--- config.mk ---
export PLATFORM = sky130hd
export DESIGN_NAME = abh_seq
export DESIGN_NICKNAME = d
export VERILOG_FILES = /design/src/rtl/abh_pkg.sv /design/src/rtl/abh_seq_fsm.sv /design/src/rtl/abh_seq.sv
export SDC_FILE = /design/constraint.sdc
export NUM_CORES = 1
export LEC_CHECK = 0
export BUFFER_PORTS_ARGS = -buffer_cell sky130_fd_sc_hd__buf_2
export CAP_MARGIN = 25
export CORE_AREA = 4 4 41 43
export CTS_CLUSTER_DIAMETER = 100
export DETAILED_ROUTE_END_ITERATION = 8
export DIE_AREA = 0 0 45 47
export HOLD_SLACK_MARGIN = 0.08
export SLEW_MARGIN = 25
export SYNTH_ARGS = -nofsm -noshare
export SYNTH_HDL_FRONTEND = slang
export SYNTH_SLANG_ARGS = --single-unit
--- constraint.sdc ---
create_clock -name clk -period 1.1 [get_ports clk]
set_input_delay 0 -clock clk [delete_from_list [all_inputs] [get_ports clk]]
set_output_delay 0 -clock clk [all_outputs]
set_load 0.1 [all_outputs]
--- src/rtl/abh_pkg.sv ---
// Shared definitions for the ABH sequencer: command codes, state encodings
// and the op codes driven onto the ABH datapath.
package abh_pkg;

  typedef enum logic [2:0] {
    CMD_ZP  = 3'd0,
    CMD_STK = 3'd1,
    CMD_ABS = 3'd2,
    CMD_IDX = 3'd3,
    CMD_BR  = 3'd4,
    CMD_PC  = 3'd5,
    CMD_JMP = 3'd6,
    CMD_VEC = 3'd7
  } cmd_e;

  typedef enum logic [1:0] {
    ST_IDLE = 2'd0,
    ST_FIX  = 2'd1,
    ST_LDPC = 2'd2
  } state_e;

  // op[3:2] selects the base, op[1:0] selects the add term
  localparam logic [3:0] OP_HOLD = 4'b0100;
  localparam logic [3:0] OP_PCH  = 4'b1000;
  localparam logic [3:0] OP_DB   = 4'b1100;
  localparam logic [3:0] OP_ZP   = 4'b0000;
  localparam logic [3:0] OP_STK  = 4'b0001;
  localparam logic [3:0] OP_PC   = 4'b1010;
  localparam logic [3:0] OP_VEC  = 4'b0011;

  function automatic logic [3:0] cmd_op(input cmd_e c);
    logic [3:0] r;
    case (c)
      CMD_ZP:  r = OP_ZP;
      CMD_STK: r = OP_STK;
      CMD_BR:  r = OP_PCH;
      CMD_PC:  r = OP_PC;
      CMD_VEC: r = OP_VEC;
      default: r = OP_DB;
    endcase
    return r;
  endfunction

  // Page-cross fixup: ABH+CI, or ABH-1+CI for a backward branch
  function automatic logic [3:0] fix_op(input logic s);
    return {OP_HOLD[3:1], s} | 4'b0010;
  endfunction

endpackage

--- src/rtl/abh_seq_fsm.sv ---
// State and branch-sign registers of the ABH sequencer plus next-state logic.
// Everything holds while rdy is low.
module abh_seq_fsm
  import abh_pkg::*;
(
  input  logic       clk,
  input  logic       rst_n,
  input  logic       rdy,
  input  logic       start,
  input  logic [2:0] cmd,
  input  logic       neg,
  input  logic       ci,
  output logic [1:0] state,
  output logic       s
);

  state_e state_reg;
  logic   s_reg;

  always_ff @(posedge clk or negedge rst_n) begin
    if (!rst_n) begin
      state_reg <= ST_IDLE;
      s_reg     <= 1'b0;
    end else if (rdy) begin
      case (state_reg)
        ST_IDLE: begin
          if (start) begin
            case (cmd_e'(cmd))
              CMD_IDX: begin
                if (ci) begin
                  state_reg <= ST_FIX;
                  s_reg     <= 1'b0;
                end
              end
              // A branch crosses a page when the carry disagrees with the sign
              CMD_BR: begin
                if (ci ^ neg) begin
                  state_reg <= ST_FIX;
                  s_reg     <= neg;
                end
              end
              CMD_JMP: state_reg <= ST_LDPC;
              default: state_reg <= ST_IDLE;
            endcase
          end
        end
        // FIX and LDPC last one cycle; unknown encodings recover here too
        default: state_reg <= ST_IDLE;
      endcase
    end
  end

  assign state = state_reg;
  assign s     = s_reg;

endmodule

--- src/rtl/abh_seq.sv ---
// ABH sequencer top: accepts address-high commands and decodes the FSM state
// into op / PCH load / PCH increment controls.
module abh_seq
  import abh_pkg::*;
(
  input  logic       clk,
  input  logic       rst_n,
  input  logic       rdy,
  input  logic       start,
  input  logic [2:0] cmd,
  input  logic       neg,
  input  logic       CI,
  output logic [3:0] op,
  output logic       ld_pc,
  output logic       inc_pc,
  output logic       ack,
  output logic       busy,
  output logic       penalty
);

  logic [1:0] state;
  logic       s;

  abh_seq_fsm u_fsm (
    .clk   (clk),
    .rst_n (rst_n),
    .rdy   (rdy),
    .start (start),
    .cmd   (cmd),
    .neg   (neg),
    .ci    (CI),
    .state (state),
    .s     (s)
  );

  always_comb begin
    op     = OP_HOLD;
    ld_pc  = 1'b0;
    inc_pc = 1'b0;
    ack    = 1'b0;
    case (state_e'(state))
      ST_IDLE: begin
        if (start) begin
          op  = cmd_op(cmd_e'(cmd));
          ack = 1'b1;
          if (cmd == CMD_PC) begin
            ld_pc  = 1'b1;
            inc_pc = 1'b1;
          end
        end
      end
      ST_FIX:  op = fix_op(s);
      ST_LDPC: ld_pc = 1'b1;
      default: op = OP_HOLD;
    endcase
    // A stalled cycle still shows op but must not commit anything
    if (!rdy) begin
      ack    = 1'b0;
      ld_pc  = 1'b0;
      inc_pc = 1'b0;
    end
  end

  assign busy    = (state == ST_FIX) || (state == ST_LDPC);
  assign penalty = (state == ST_FIX);

endmodule

==> results by stage, run 1 <==
Critical path:
- Walking the worst path, the cells encountered are inv_2 > ha_4 > nand2_4 > buf_12 > o21bai_4 > buf_12.
- The type of origin of the critical path is a flop.
- The kind of cell with the highest combined delay along the critical path is buffers and inverters.
- The critical path runs through a total of 6 cells.
- The delay of the slowest cell on the worst path is 0.38 ns.
- The path type of the worst setup path is reg2out.
- The most numerous cell on the critical path is buf_12.
- The required time of the critical path is 1.10 ns.
- The peak fanout along the critical path is 4.
- The minimum setup slack among reg-to-reg paths is -0.16 ns.
- In this run the critical register-to-register path is launched from u_fsm.state[1].
- Measured in cells, the most critical reg-to-reg path has a length of 6.
- The critical path contains buffers and inverters numbering 3 combined.
- For the worst setup path, the data arrival time is 1.41 ns.
- The largest individual stage delay along the critical path comes from the cell dfrtp_1.
- The worst setup path is captured at an output pin.
- In this run the critical register-to-register path is captured at u_fsm.state[0].

Detailed routing:
- In the routed design, unresolved DRC markers number 0.
- The final route contains 418 vias.
- After detailed routing, the total wire length is 1210 um.
- The first detailed-routing pass ran for 4 iterations.
- Detailed routing placed a total of 61 um of wire on met3.
- In this run the top signal layer used is met3.
- The count of routing violations after the opening detailed-route iteration is 7.
- The routed design uses 675 um of met2 wire.
- The per-cell via count in the routed design is 4.64.
- The number of routed nets with antenna violations is 0.
- The average routed wire per standard cell is 13.5 um.
- In the final routing, the length of wire on met1 measures 475 um.

Synth:
- The instance count of the mapped netlist is 41.
- For this run, the leading register cell type out of synthesis is dfrtp_1.
- The sequential area share after synthesis is 23.4%.
- After synthesis the netlist holds a flip-flop and latch count of 3.
- The number of flops mapped to enable cells by yosys is 0.
- The cell area after synthesis is 320 um^2.
- The mean area per synthesized cell is 7.81 um^2.
- The count of yosys warnings during synthesis is 0.
- The proportion of synthesized flip-flops having asynchronous set or reset is 100%.
- The distinct cell type count after synthesis is 23.
- The synthesized netlist net count is 53.

Timing:
- Based on the critical path, the design can be clocked at up to 710 MHz.
- Setup repair after global routing could not meet its margin everywhere.
- The max-slew headroom at the worst pin is 80.8%.
- Adding up every negative setup slack in the final design gives -2.37 ns.
- The minimum clock period after layout is 1.41 ns.
- The transition at the pin with the smallest max-transition slack is 0.287 ns.
- After layout, the worst path uses 128% of the clock period.
- The number of failing hold endpoints at the final stage is 0.
- The final count of pins violating max slew is 0.
- Once routing completed, OpenROAD measured the worst setup slack at -0.308 ns.
- The worst clock skew is 0.0000982 ns.
- The final setup violation count is 11.

Layout:
- The finished layout holds 90 standard cells, fillers aside.
- The number of flip-flops under the largest register name is 2.
- The final net count is 88.
- The library cells used most frequently in the layout, excluding fill and tap cells, are 10 x buf_12, 8 x buf_2, 7 x buf_4, 4 x buf_6.
- Registers take 75.1 um^2.
- The area growth from synthesis to layout is 167%.
- The repair_antennas step left the layout with diodes totalling 0.
- The multi-input combinational cells in the finished layout cover a total of 365 um^2.
- The most common cell after layout, fill and taps aside is buf_12.
- The filler cells instantiated in the layout total 107.
- The proportion of layout cells with a drive suffix above 1 is 68.0%.

Placed design:
- Summed over all nets, the half-perimeter wirelength after detailed placement is 978 um.
- The count of buffers added on input and output ports is 17.
- The final weighted congestion of routability-driven global placement is 0.773.
- The number of cells after detailed placement is 83.

Floorplanning:
- The placeable core region is 1300 um^2.
- For this configuration, the core starts out at a cell density of 24.6%.
- The floorplan step defined a die boundary enclosing 2120 um^2.
- The number of top-level pins is 18.
- The floorplan has 13 rows.
- The width of the die is 45 um.
- The die outline height is 47 um.

CTS:
- The clock net sink count is 3.
- The clock-pin slew on the worst setup and hold paths is 0.04 ns.
- The tree is rooted in a clkbuf_4.
- TritonCTS built the clock tree.
- Counting the buffers created by CTS gives 3.
- No sink is reached through more buffers than the 2 on the longest clock path.
- The number of levels the H-tree was split into is 1.
- The later pin in the worst-skew pair is clocked with a latency of 0.22 ns.

Power and ir drop:
- The power per cell area is 1230 nW/um^2.
- The sequential cell fraction of total power is 11.8%.
- IR analysis of the VDD net gives a maximum drop of 757 uV.
- The clock group share of total power is 17.8%.
- In this run, the combinational gates consume 70.4% of the power.
- The switching part of the total power is 47.5%.
- Overall power consumption after layout is estimated at 0.00106 W.
- The internal portion of the total power is 0.000555 W.
- The reported leakage power is 0.377 nW.
- For this design the total switching power over the nets is 0.000502 W.

Global route:
- The first global-routing pass estimated 2120 um of wire.
- The via count of the first global-routing pass came to 480.
- Entering global routing, the biggest net connects 7 pins.
- The initial antenna violation count is 0.
- The total overflow reported by the global router is 0.
- In the global route stage, overall resource usage came out at 13.7%.

Status:
- The checks that failed: negative setup slack.
- The run finished, with violations left.

Run:
- The tool flagged a number of max-cap violations equal to 0.

Min path:
- The classification of the worst-slack hold path is in2async.
cells in the mapped netlist, types with 2 or more instances:
cell     count  share of area (%)
inv_1        5                5.9
nand3_1      2                3.1
ha_1         3                 12
nand2_1      6                7.0
xor2_1       2                5.5
nor3_1       3                4.7
nor2_1       2                2.3
dfrtp_1      3                 23
through the flow:
step	utilization [%]	hold WS [ns]	worst slack (ns)	area (um^2)
after floorplan	-	-0.296	-0.492	422
after detailed placement	57.5	-0.204	-0.0842	748
after CTS	65.3	0.0863	-0.323	850
after global routing	65.8	0.0835	-0.385	856
after global placement	57.5	-0.204	-0.0426	748
final	65.8	0.0868	-0.308	856
metal layers:
| metal | up-vias | track usage (%) |
|---|---|---|
| met5 | - | 0 |
| met4 | 0 | 1.75 |
| met3 | 0 | 1.53 |
| met2 | 12 | 27.7 |
| met1 | 191 | 15.6 |
| li1 | 215 | - |
logic make-up (layout without fill, tap and decap cells):
| kind of cell | after synthesis | in the layout | synth area share (%) |
|---|---|---|---|
| flip-flops | 3 | 3 | 23.4 |
| AO/OA/AOI/OAI | 11 | 11 | 27.0 |
| adder cells (fa/ha/maj) | 3 | 3 | 11.7 |
| AND/OR/NAND/NOR | 17 | 17 | 26.6 |
| buffers and inverters | 5 | 39 | 5.86 |
| XOR/XNOR | 2 | 2 | 5.47 |
worst reg2reg max path, stage by stage (launching register included):
cell and delay, ns:
dfrtp_1 0.36, inv_2 0.06, ha_4 0.17, nand3_4 0.10
clkinvlp_4 0.13, buf_6 0.13, a22o_4 0.20
worst max path at each step:
stage                     endpoint  slack [ns]           start
global placement             op[1]       -0.04  u_fsm.state[1]
global route                 op[1]       -0.38  u_fsm.state[0]
detailed placement           ld_pc       -0.08  u_fsm.state[1]
finish                       op[1]       -0.31  u_fsm.state[0]
CTS                          op[1]       -0.32  u_fsm.state[0]
floorplan           u_fsm.state[0]       -0.49  u_fsm.state[0]
final cells by class:
| cell class | count | share of cell area [%] |
|---|---|---|
| Multi-Input combinational cell | 33 | 42.7 |
| Timing Repair Buffer | 30 | 40.6 |
| Sequential cell | 3 | 8.77 |
| Clock buffer | 4 | 3.07 |
| Inverter | 5 | 2.63 |
| Tap cell | 15 | 2.19 |
timing repair:
item / CTS / global route
gates resized for setup: 11 / 1
setup endpoints to repair: 11 / 12
hold endpoints to repair: 3 / 0
setup buffers: 2 / 0
hold buffers: 1 / 0
pin swaps: 5 / 1
power by group through the flow:
stage,Combinational [W],Clock (W),Sequential [W]
detailed placement,0.000701,0,0.000126
CTS,0.000745,0.000191,0.000125
global placement,0.000692,0,0.000125
finish,0.000744,0.000188,0.000125
global route,0.000774,0.000212,0.000126
floorplan,0.000437,0,0.000126
No activity file was read; power rests on OpenSTA's default activity.
==> run 2: changes to the inputs <==
--- a/config.mk
+++ b/config.mk
@@ -5,6 +5,7 @@
 export SDC_FILE = /design/constraint.sdc
 export NUM_CORES = 1
 export LEC_CHECK = 0
+export ABC_AREA = 1
 export BUFFER_PORTS_ARGS = -buffer_cell sky130_fd_sc_hd__buf_2
 export CAP_MARGIN = 25
 export CORE_AREA = 4 4 41 43
==> run 2 against run 1 <==
Compared with the run above:
- hold slack improved by 0.012 ns
- the run still ends with negative setup slack left
- area after synthesis rose by 22%
- flip-flop and latch count did not move
- total power rose by 15%
- largest cell class unchanged
- largest power group unchanged
- critical path depth rose by 1
- critical endpoint is now ld_pc
- maximum frequency fell by 11%
- via count rose by 24%
- core utilization rose by 6.9 points
==> results by stage, run 2 <==
Status:
- The run finished, with violations left.
- The checks that failed: negative setup slack.

Critical path:
- The worst register-to-register path begins at u_fsm.state[1].
- The worst path arrival time was 1.58 ns (+0.17 ns).
- The worst setup path is captured at an output pin.
- STA classifies the critical path startpoint as a flop.
- Walking the worst path, the cells encountered are inv_2 > ha_4 > nand2_4 > clkinv_4 > nand4_1 > o21ai_4 > buf_12.
- The required time of the critical path is 1.10 ns (about the same).
- The length in cells of the worst reg-to-reg path is 11 (+5).
- The kind of cell with the highest combined delay on the critical path is flip-flops.
- The path type of the worst setup path is reg2out.
- The capture point of the worst reg-to-reg path is u_fsm.s.
- The slowest stage cell on the critical path is dfrtp_1.
- The minimum setup slack among reg-to-reg paths is -0.31 ns (-0.15 ns).
- The delay of the slowest cell on the worst path was 0.38 ns (about the same).
- The count of buffer and inverter cells on the critical path is 3 (unchanged).
- The peak fanout along the critical path is 2 (-2).

CTS:
- The clock-pin slew on the worst setup and hold paths is 0.04 ns (about the same).
- The number of levels the H-tree was split into is 1 (unchanged).
- The worst-case clock buffer depth is 2 (unchanged).
- The worst-skew pair later-pin latency is 0.23 ns (about the same).
- TritonCTS built the clock tree.
- The clock net sink count is 3 (unchanged).
- The number of buffers added by the clock tree synthesis step is 3 (unchanged).
- The clock root buffer is clkbuf_4.

Timing:
- The final count of pins violating max slew is 0 (unchanged).
- The worst-case hold slack is 0.0987 ns (+0.0119 ns).
- The transition at the pin with the smallest max-transition slack came to 0.387 ns (+0.100 ns).
- The minimum clock period after layout is 1.58 ns (+0.175 ns).
- The final worst slack is -0.483 ns (-0.175 ns).
- Setup repair after global routing could not meet its margin everywhere.
- The ratio of final minimum period to clock period is 144% (+16 points).
- The worst clock skew is 0.00440 ns (+0.00430 ns).
- The final setup violation count is 11 (unchanged).
- The number of failing hold endpoints at the final stage is 0 (unchanged).
- The max-slew headroom at the worst pin is 74.1% (-6.7 points).
- The upper clock frequency limit is 632 MHz (-11%).

Layout:
- The utilization after layout is 72.7% (+6.9 points).
- The proportion of layout cells with a drive suffix above 1 was 63.7% (-4.3 points).
- The fill cell instance count of the final layout is 98 (-8.4%).
- The final net count is 115 (+31%).
- The number of flip-flops under the largest register name was 2 (unchanged).
- From synthesis to final layout, the design area changed by 142%.
- The library cells used most frequently in the layout, excluding fill and tap cells, are 14 x nand2_1, 12 x buf_4, 9 x buf_12, 8 x buf_2, 7 x inv_1.
- The antenna diode instance count is 0 (unchanged).
- The most common cell after layout, fill and taps aside is nand2_1.

Synth:
- The cell area after synthesis is 390 um^2 (+22%).
- The number of flops mapped to enable cells by yosys is 0 (unchanged).
- The cell with the most instances after synthesis is nand2_1.
- The post-synthesis share of cell area spent on full adders, half adders and majority gates is 9.62% (-2.1 points).
- The xor-xnor portion of the synthesized cell area came to 0% (-5.5 points).
- The multiplexer share of the synthesized area came to 0% (unchanged).
- The most area-hungry cell type in the Yosys netlist is dfrtp_1.
- The largest family of logic cells by synthesized area is simple AND/OR/NAND/NOR gates.
- The proportion of netlist area held by the largest area contributor was 19.2% (-4.2 points).
- The instance count of the mapped netlist was 65 (+59%).
- The synthesized netlist net count was 77 (+45%).
- Yosys attributes the largest share of cell area to dfrtp_1 19%, nand2_1 17%, inv_1 11%, ha_1 9.6%, nand2_2 6.4%.
- The number of flip-flops and latches in the synthesized netlist was 3 (unchanged).
- The proportion of synthesized flip-flops having asynchronous set or reset is 100% (unchanged).
- The sequential area share after synthesis is 19.2% (-4.2 points).
- The count of yosys warnings during synthesis was 0 (unchanged).
- The mean area per synthesized cell is 6.01 um^2 (-23%).
- The area share of and/or/nand/nor cells after synthesis is 47.4% (+21 points).
- The area fraction in compound gates after synthesis is 7.05% (-20 points).
- By count the netlist is led by 18 x nand2_1, 11 x inv_1, 5 x nand3_1, 5 x nor2_1, 4 x nand2_2.
- In the synthesized netlist the dominant register cell turns out to be dfrtp_1.
- The distinct cell type count after synthesis is 19 (-17%).

Global route:
- The initial antenna violation count is 0 (unchanged).
- The pin count of the biggest net entering global routing is 7 (unchanged).
- The met3 usage in global routing is 4.21% (+2.7 points).
- The total overflow reported by the global router came to 0 (unchanged).
- The aggregate global-route resource usage is 13.5% (-0.24 points).
- The fraction of met2 tracks used by global routing was 24.6% (-3.1 points).
- The most used routing layer in global routing is met2.
- The wire length of the first global-routing pass was 2080 um (-1.7%).
- The global routing met1 resource utilization came to 14.4% (-1.1 points).
- The via count of the first global-routing pass is 506 (+5.4%).

Floorplanning:
- The die footprint was 2120 um^2 (unchanged).
- The initial cell density of the core was 30.0% (+5.4 points).
- The width of the die is 45 um (unchanged).
- The die outline height came to 47 um (unchanged).
- The number of rows created at floorplan was 13 (unchanged).
- The number of top-level pins is 18 (unchanged).
- The placeable core region is 1300 um^2 (unchanged).

Detailed routing:
- The per-cell via count in the routed design is 4.44 (-4.3%).
- The average routed wire per standard cell is 10.9 um (-19%).
- The first-pass iteration count of the detailed router is 4 (unchanged).
- The number of routed nets with antenna violations is 0 (unchanged).
- The detailed-route via count is 520 (+24%).
- The wire length after detailed routing is 1280 um (+5.6%).
- The count of routing violations after the opening detailed-route iteration is 13 (+6).
- The number of DRC violations after detailed routing came to 0 (unchanged).

Power and ir drop:
- The reported leakage power is 0.463 nW (+23%).
- The worst vdd rail ir drop was 1020 uV (+34%).
- The power per cell area is 1290 nW/um^2 (+4.3%).
- The total power is 0.00122 W (+15%).

Min path:
- The classification of the worst-slack hold path is in2async.

Placed design:
- The count of buffers inserted at the top-level ports is 17 (unchanged).
- The final weighted congestion of routability-driven global placement is 0.798 (+3.2%).
- The detailed placement HPWL is 950 um (-2.8%).

Run:
- The max-capacitance violation count is 0 (unchanged).
-- run 2: worst max-delay path by stage --
| stage | startpoint | to | slack (ns) | cells past startpoint |
|---|---|---|---|---|
| after global placement | u_fsm.state[1] | ld_pc | -0.19 | 7 |
| after global routing | u_fsm.state[0] | ld_pc | -0.56 | 7 |
| final | u_fsm.state[1] | ld_pc | -0.48 | 7 |
| after CTS | u_fsm.state[1] | ld_pc | -0.44 | 7 |
| after floorplan | u_fsm.state[0] | ld_pc | -0.48 | 6 |
| after detailed placement | u_fsm.state[1] | ld_pc | -0.24 | 7 |
-- run 2: metrics by stage --
stage               setup TNS (ns)  area [um^2]  setup WS (ns)  std cells
finish                       -3.51          946         -0.483        117
global route                 -4.36          946         -0.555        117
CTS                          -3.31          918         -0.445        115
detailed placement           -1.08          786         -0.235        105
global placement            -0.849          786         -0.187        105
floorplan                    -2.58          490         -0.485         65
-- run 2: final cells by class --
| class | count | area [um^2] | area share [%] |
|---|---|---|---|
| inverter | 14 | 61.3 | 6.48 |
| tap | 15 | 18.8 | 1.98 |
| clock buffer | 4 | 26.3 | 2.78 |
| sequential | 3 | 75.1 | 7.94 |
| multi-input combinational | 47 | 399 | 42.2 |
| timing repair buffer | 34 | 365 | 38.6 |
-- run 2: cell families (layout without fill, tap and decap cells) --
family                   after synthesis  in the layout
buffers and inverters                 15             52
adder cells (fa/ha/maj)                3              3
AND/OR/NAND/NOR                       39             39
flip-flops                             3              3
AO/OA/AOI/OAI                          5              5
-- run 2: worst reg2reg max path: stages, from the launching register on --
cell and delay, ns:
dfrtp_1 0.38, inv_2 0.08, ha_4 0.15, nand2_4 0.05
clkinv_4 0.04, buf_4 0.11, nand2_4 0.05, buf_4 0.14
a21oi_4 0.12, nand2_2 0.07, nand2_1 0.05, nand2_1 0.05
-- run 2: timing repair --
item / 4_1_cts / 5_1_grt
pin swaps: 9 / 8
resized for setup: 12 / 5
setup endpoints to repair: 11 / 12
endpoints found under the hold margin: 3 / 0
hold buffers: 1 / 0
gates cloned: 0 / 0
setup buffers: 7 / 3
-- run 2: report_power, final --
part / switching [W] / leakage, nW / total (W) / internal [W]
combinational: 0.000530 / 0.407 / 0.000897 / 0.000367
sequential: 0.0000105 / 0.0409 / 0.000133 / 0.000123
clock: 0.0000524 / 0.0150 / 0.000188 / 0.000136
-- run 2: routing by layer --
layer | up-vias | wire length, um | share of wire [%]
met2 | 15 | 663 | 52
met1 | 226 | 512 | 40
met5 | - | 0 | 0
met3 | 4 | 74 | 5.8
li1 | 275 | - | -
met4 | 0 | 30 | 2.3
==> run 3: changes to the inputs <==
--- a/config.mk
+++ b/config.mk
@@ -12,6 +12,7 @@
 export CTS_CLUSTER_DIAMETER = 100
 export DETAILED_ROUTE_END_ITERATION = 8
 export DIE_AREA = 0 0 45 47
+export GPL_TIMING_DRIVEN = 0
 export HOLD_SLACK_MARGIN = 0.08
 export SLEW_MARGIN = 25
 export SYNTH_ARGS = -nofsm -noshare
==> constraint.sdc (replaced) <==
create_clock -name clk -period 2 [get_ports clk]
set_input_delay 0 -clock clk [delete_from_list [all_inputs] [get_ports clk]]
set_output_delay 0 -clock clk [all_outputs]
set_load 0.1 [all_outputs]
==> run 3 against run 2 <==
Compared with the run above:
- the run now ends clean
- hold slack worse by 0.0067 ns
- design area down 42%
- worst setup slack improved by 0.68 ns
- critical path type unchanged
- largest cell class unchanged
==> results by stage, run 3 (synthesis gave the netlist of run 2 again) <==
Status:
- The flow ran to the end, and the final reports show no timing, DRC or antenna violations.

Placed design:
- The count of buffers inserted at the top-level ports was 16 (-1).
- The final weighted congestion of routability-driven global placement is 0.801 (+0.46%).
- The detailed placement HPWL is 819 um (-14%).
- The instance area after placement is 509 um^2 (-35%).
- The number of cells after detailed placement is 96 (-8.6%).
- The pre-CTS setup slack is 0.328 ns (+0.563 ns).

Global route:
- The pin count of the biggest net entering global routing is 9 (+2).
- The aggregate global-route resource usage came to 10.3% (-3.1 points).
- The initial antenna violation count was 0 (unchanged).
- The total overflow reported by the global router is 0 (unchanged).
- The wire length of the first global-routing pass was 1580 um (-24%).
- The via count of the first global-routing pass was 403 (-20%).

Timing:
- The aggregate negative setup slack is 0 ns (+3.51 ns).
- The worst clock skew was 0.00246 ns (-0.00194 ns).
- The worst-case hold slack was 0.0920 ns (-0.00674 ns).
- Setup repair after global routing left no endpoint under its margin.
- The max-slew headroom at the worst pin is 67.8% (-6.3 points).
- The final worst slack is 0.196 ns (+0.679 ns).
- Static timing analysis puts the maximum clock frequency at 554 MHz.
- The number of failing hold endpoints at the final stage is 0 (unchanged).
- The final count of pins violating max slew is 0 (unchanged).
- The worst path uses 90.2% of the clock period.
- The minimum clock period after layout is 1.80 ns.
- The final setup violation count was 0 (-11).
- The transition at the pin with the smallest max-transition slack is 0.486 ns (+0.0988 ns).

CTS:
- The root buffer cell chosen for the clock tree is clkbuf_4.
- The worst-skew pair later-pin latency came to 0.23 ns (about the same).
- The worst-case clock buffer depth was 2 (unchanged).
- The clock-pin slew on the worst setup and hold paths came to 0.04 ns (about the same).
- The buffer count from post-CTS setup fixing was 0 (-7).
- The number of levels the H-tree was split into is 1 (unchanged).
- The number of buffers added by the clock tree synthesis step is 3 (unchanged).
- The CTS tree is done.
- The clock net sink count is 3 (unchanged).

Layout:
- The antenna diode instance count is 0 (unchanged).
- The number of flip-flops under the largest register name was 2 (unchanged).
- From synthesis to final layout, the design area changed by 41.0%.
- The final cell count without fillers is 101 (-14%).
- The final net count came to 99 (-14%).
- The final design instance area without fill was 551 um^2 (-42%).
- The proportion of layout cells with a drive suffix above 1 is 40.7% (-23 points).
- The library cell used most frequently in the layout, excluding fill and tap cells, is nand2_1.
- In the layout the commonest cells are 18 x nand2_1, 14 x buf_2, 11 x inv_1, 5 x clkbuf_4.

Min path:
- In this run the worst hold path is classified as in2async.

Detailed routing:
- The wire length after detailed routing is 946 um (-26%).
- The number of DRC violations after detailed routing is 0 (unchanged).
- The average routed wire per standard cell is 9.37 um (-14%).
- The number of routed nets with antenna violations is 0 (unchanged).
- The count of routing violations after the opening detailed-route iteration is 11 (-2).
- The per-cell via count in the routed design was 4.56 (+2.7%).
- The first-pass iteration count of the detailed router came to 4 (unchanged).
- The detailed-route via count is 461 (-11%).

Floorplanning:
- The number of rows created at floorplan was 13 (unchanged).
- The initial cell density of the core is 30.0% (unchanged).
- The number of top-level pins was 18 (unchanged).
- The die footprint came to 2120 um^2 (unchanged).
- The width of the die is 45 um (unchanged).
- The placeable core region is 1300 um^2 (unchanged).
- The die outline height is 47 um (unchanged).

Critical path:
- The startpoint of the most critical register-to-register path is u_fsm.state[0].
- The delay of the slowest cell on the worst path is 0.39 ns (about the same).
- STA classifies the critical path endpoint as an output pin.
- The peak fanout along the critical path was 4 (+2).
- The critical path goes through inv_1 > ha_1 > nand2_2 > clkinv_2 > nand4_1 > o21ai_2 > clkbuf_4.
- The slowest stage of the critical path is the dfrtp_1 cell.
- The path type of the worst setup path is reg2out.
- The type of origin of the critical path is a flop.
- The most critical setup path has its startpoint at u_fsm.state[0].
- The worst path arrival time is 1.80 ns (+0.22 ns).
- The required time of the critical path is 2.00 ns (+0.90 ns).

Power and ir drop:
- The switching part of the total power is 57.4% (+8.7 points).
- The reported leakage power is 0.324 nW (-30%).
- The worst vdd rail ir drop is 376 uV (-63%).
- The relative contribution of combinational cells to total power is 61.8% (-12 points).
- The sequential cell fraction of total power is 15.8% (+4.9 points).
- The internal power component is 0.000196 W (-69%).
- The clock group share of total power is 22.4% (+7.0 points).
- The net switching component of the power is 0.000264 W (-56%).
- The power per cell area is 835 nW/um^2 (-35%).

Run:
- The max-capacitance violation count is 0 (unchanged).
## run 3: metrics by stage
stage                     power [W]  utilization (%)
after floorplan            0.000316                -
after global placement     0.000355             39.1
after detailed placement   0.000357             39.1
after CTS                  0.000466             41.9
after global routing       0.000490             42.3
final                      0.000460             42.3
## run 3: cell type report
cell class	count	area, um^2
Buffer	1	11.3
Fill cell	155	751
Clock buffer	4	26.3
Tap cell	15	18.8
Inverter	14	53.8
Multi-Input combinational cell	47	270
Sequential cell	3	75.1
Timing Repair Buffer	17	95.1
## run 3: worst paths after layout
check	to	slack (ns)	cells past startpoint
min reg2reg	u_fsm.s	0.48	2
max in group asynchronous	u_fsm.s	1.80	2
max	ld_pc	0.20	7
min	u_fsm.state[1]	0.09	2
max reg2reg	u_fsm.s	0.52	9
min in group clk	u_fsm.s	0.14	5
## run 3: what timing repair did
action / CTS / global route
hold buffers: 1 / 0
endpoints found under the setup margin: 0 / 2
gates resized for setup: 0 / 2
hold endpoints to repair: 3 / 0
## run 3: routing by layer
metal,track usage [%],routed length [um],vias up
li1,-,-,243
met3,4.60,54,0
met2,16.7,456,13
met5,0,0,-
met4,3.51,0,0
met1,12.3,435,205
## run 3: power groups by stage
| stage | Sequential [W] | Combinational (W) | Clock, W |
|---|---|---|---|
| global route | 0.0000739 | 0.000300 | 0.000116 |
| detailed placement | 0.0000735 | 0.000284 | 0 |
| finish | 0.0000726 | 0.000284 | 0.000103 |
| global placement | 0.0000731 | 0.000282 | 0 |
| CTS | 0.0000728 | 0.000285 | 0.000108 |
| floorplan | 0.0000719 | 0.000244 | 0 |
## run 3: critical path, delay by kind of cell (launching register included)
family,cells,cell delay [ns]
AO/OA/AOI/OAI,1,0.14
adder cells (fa/ha/maj),1,0.26
AND/OR/NAND/NOR,2,0.27
flip-flops,1,0.39
buffers and inverters,3,0.52
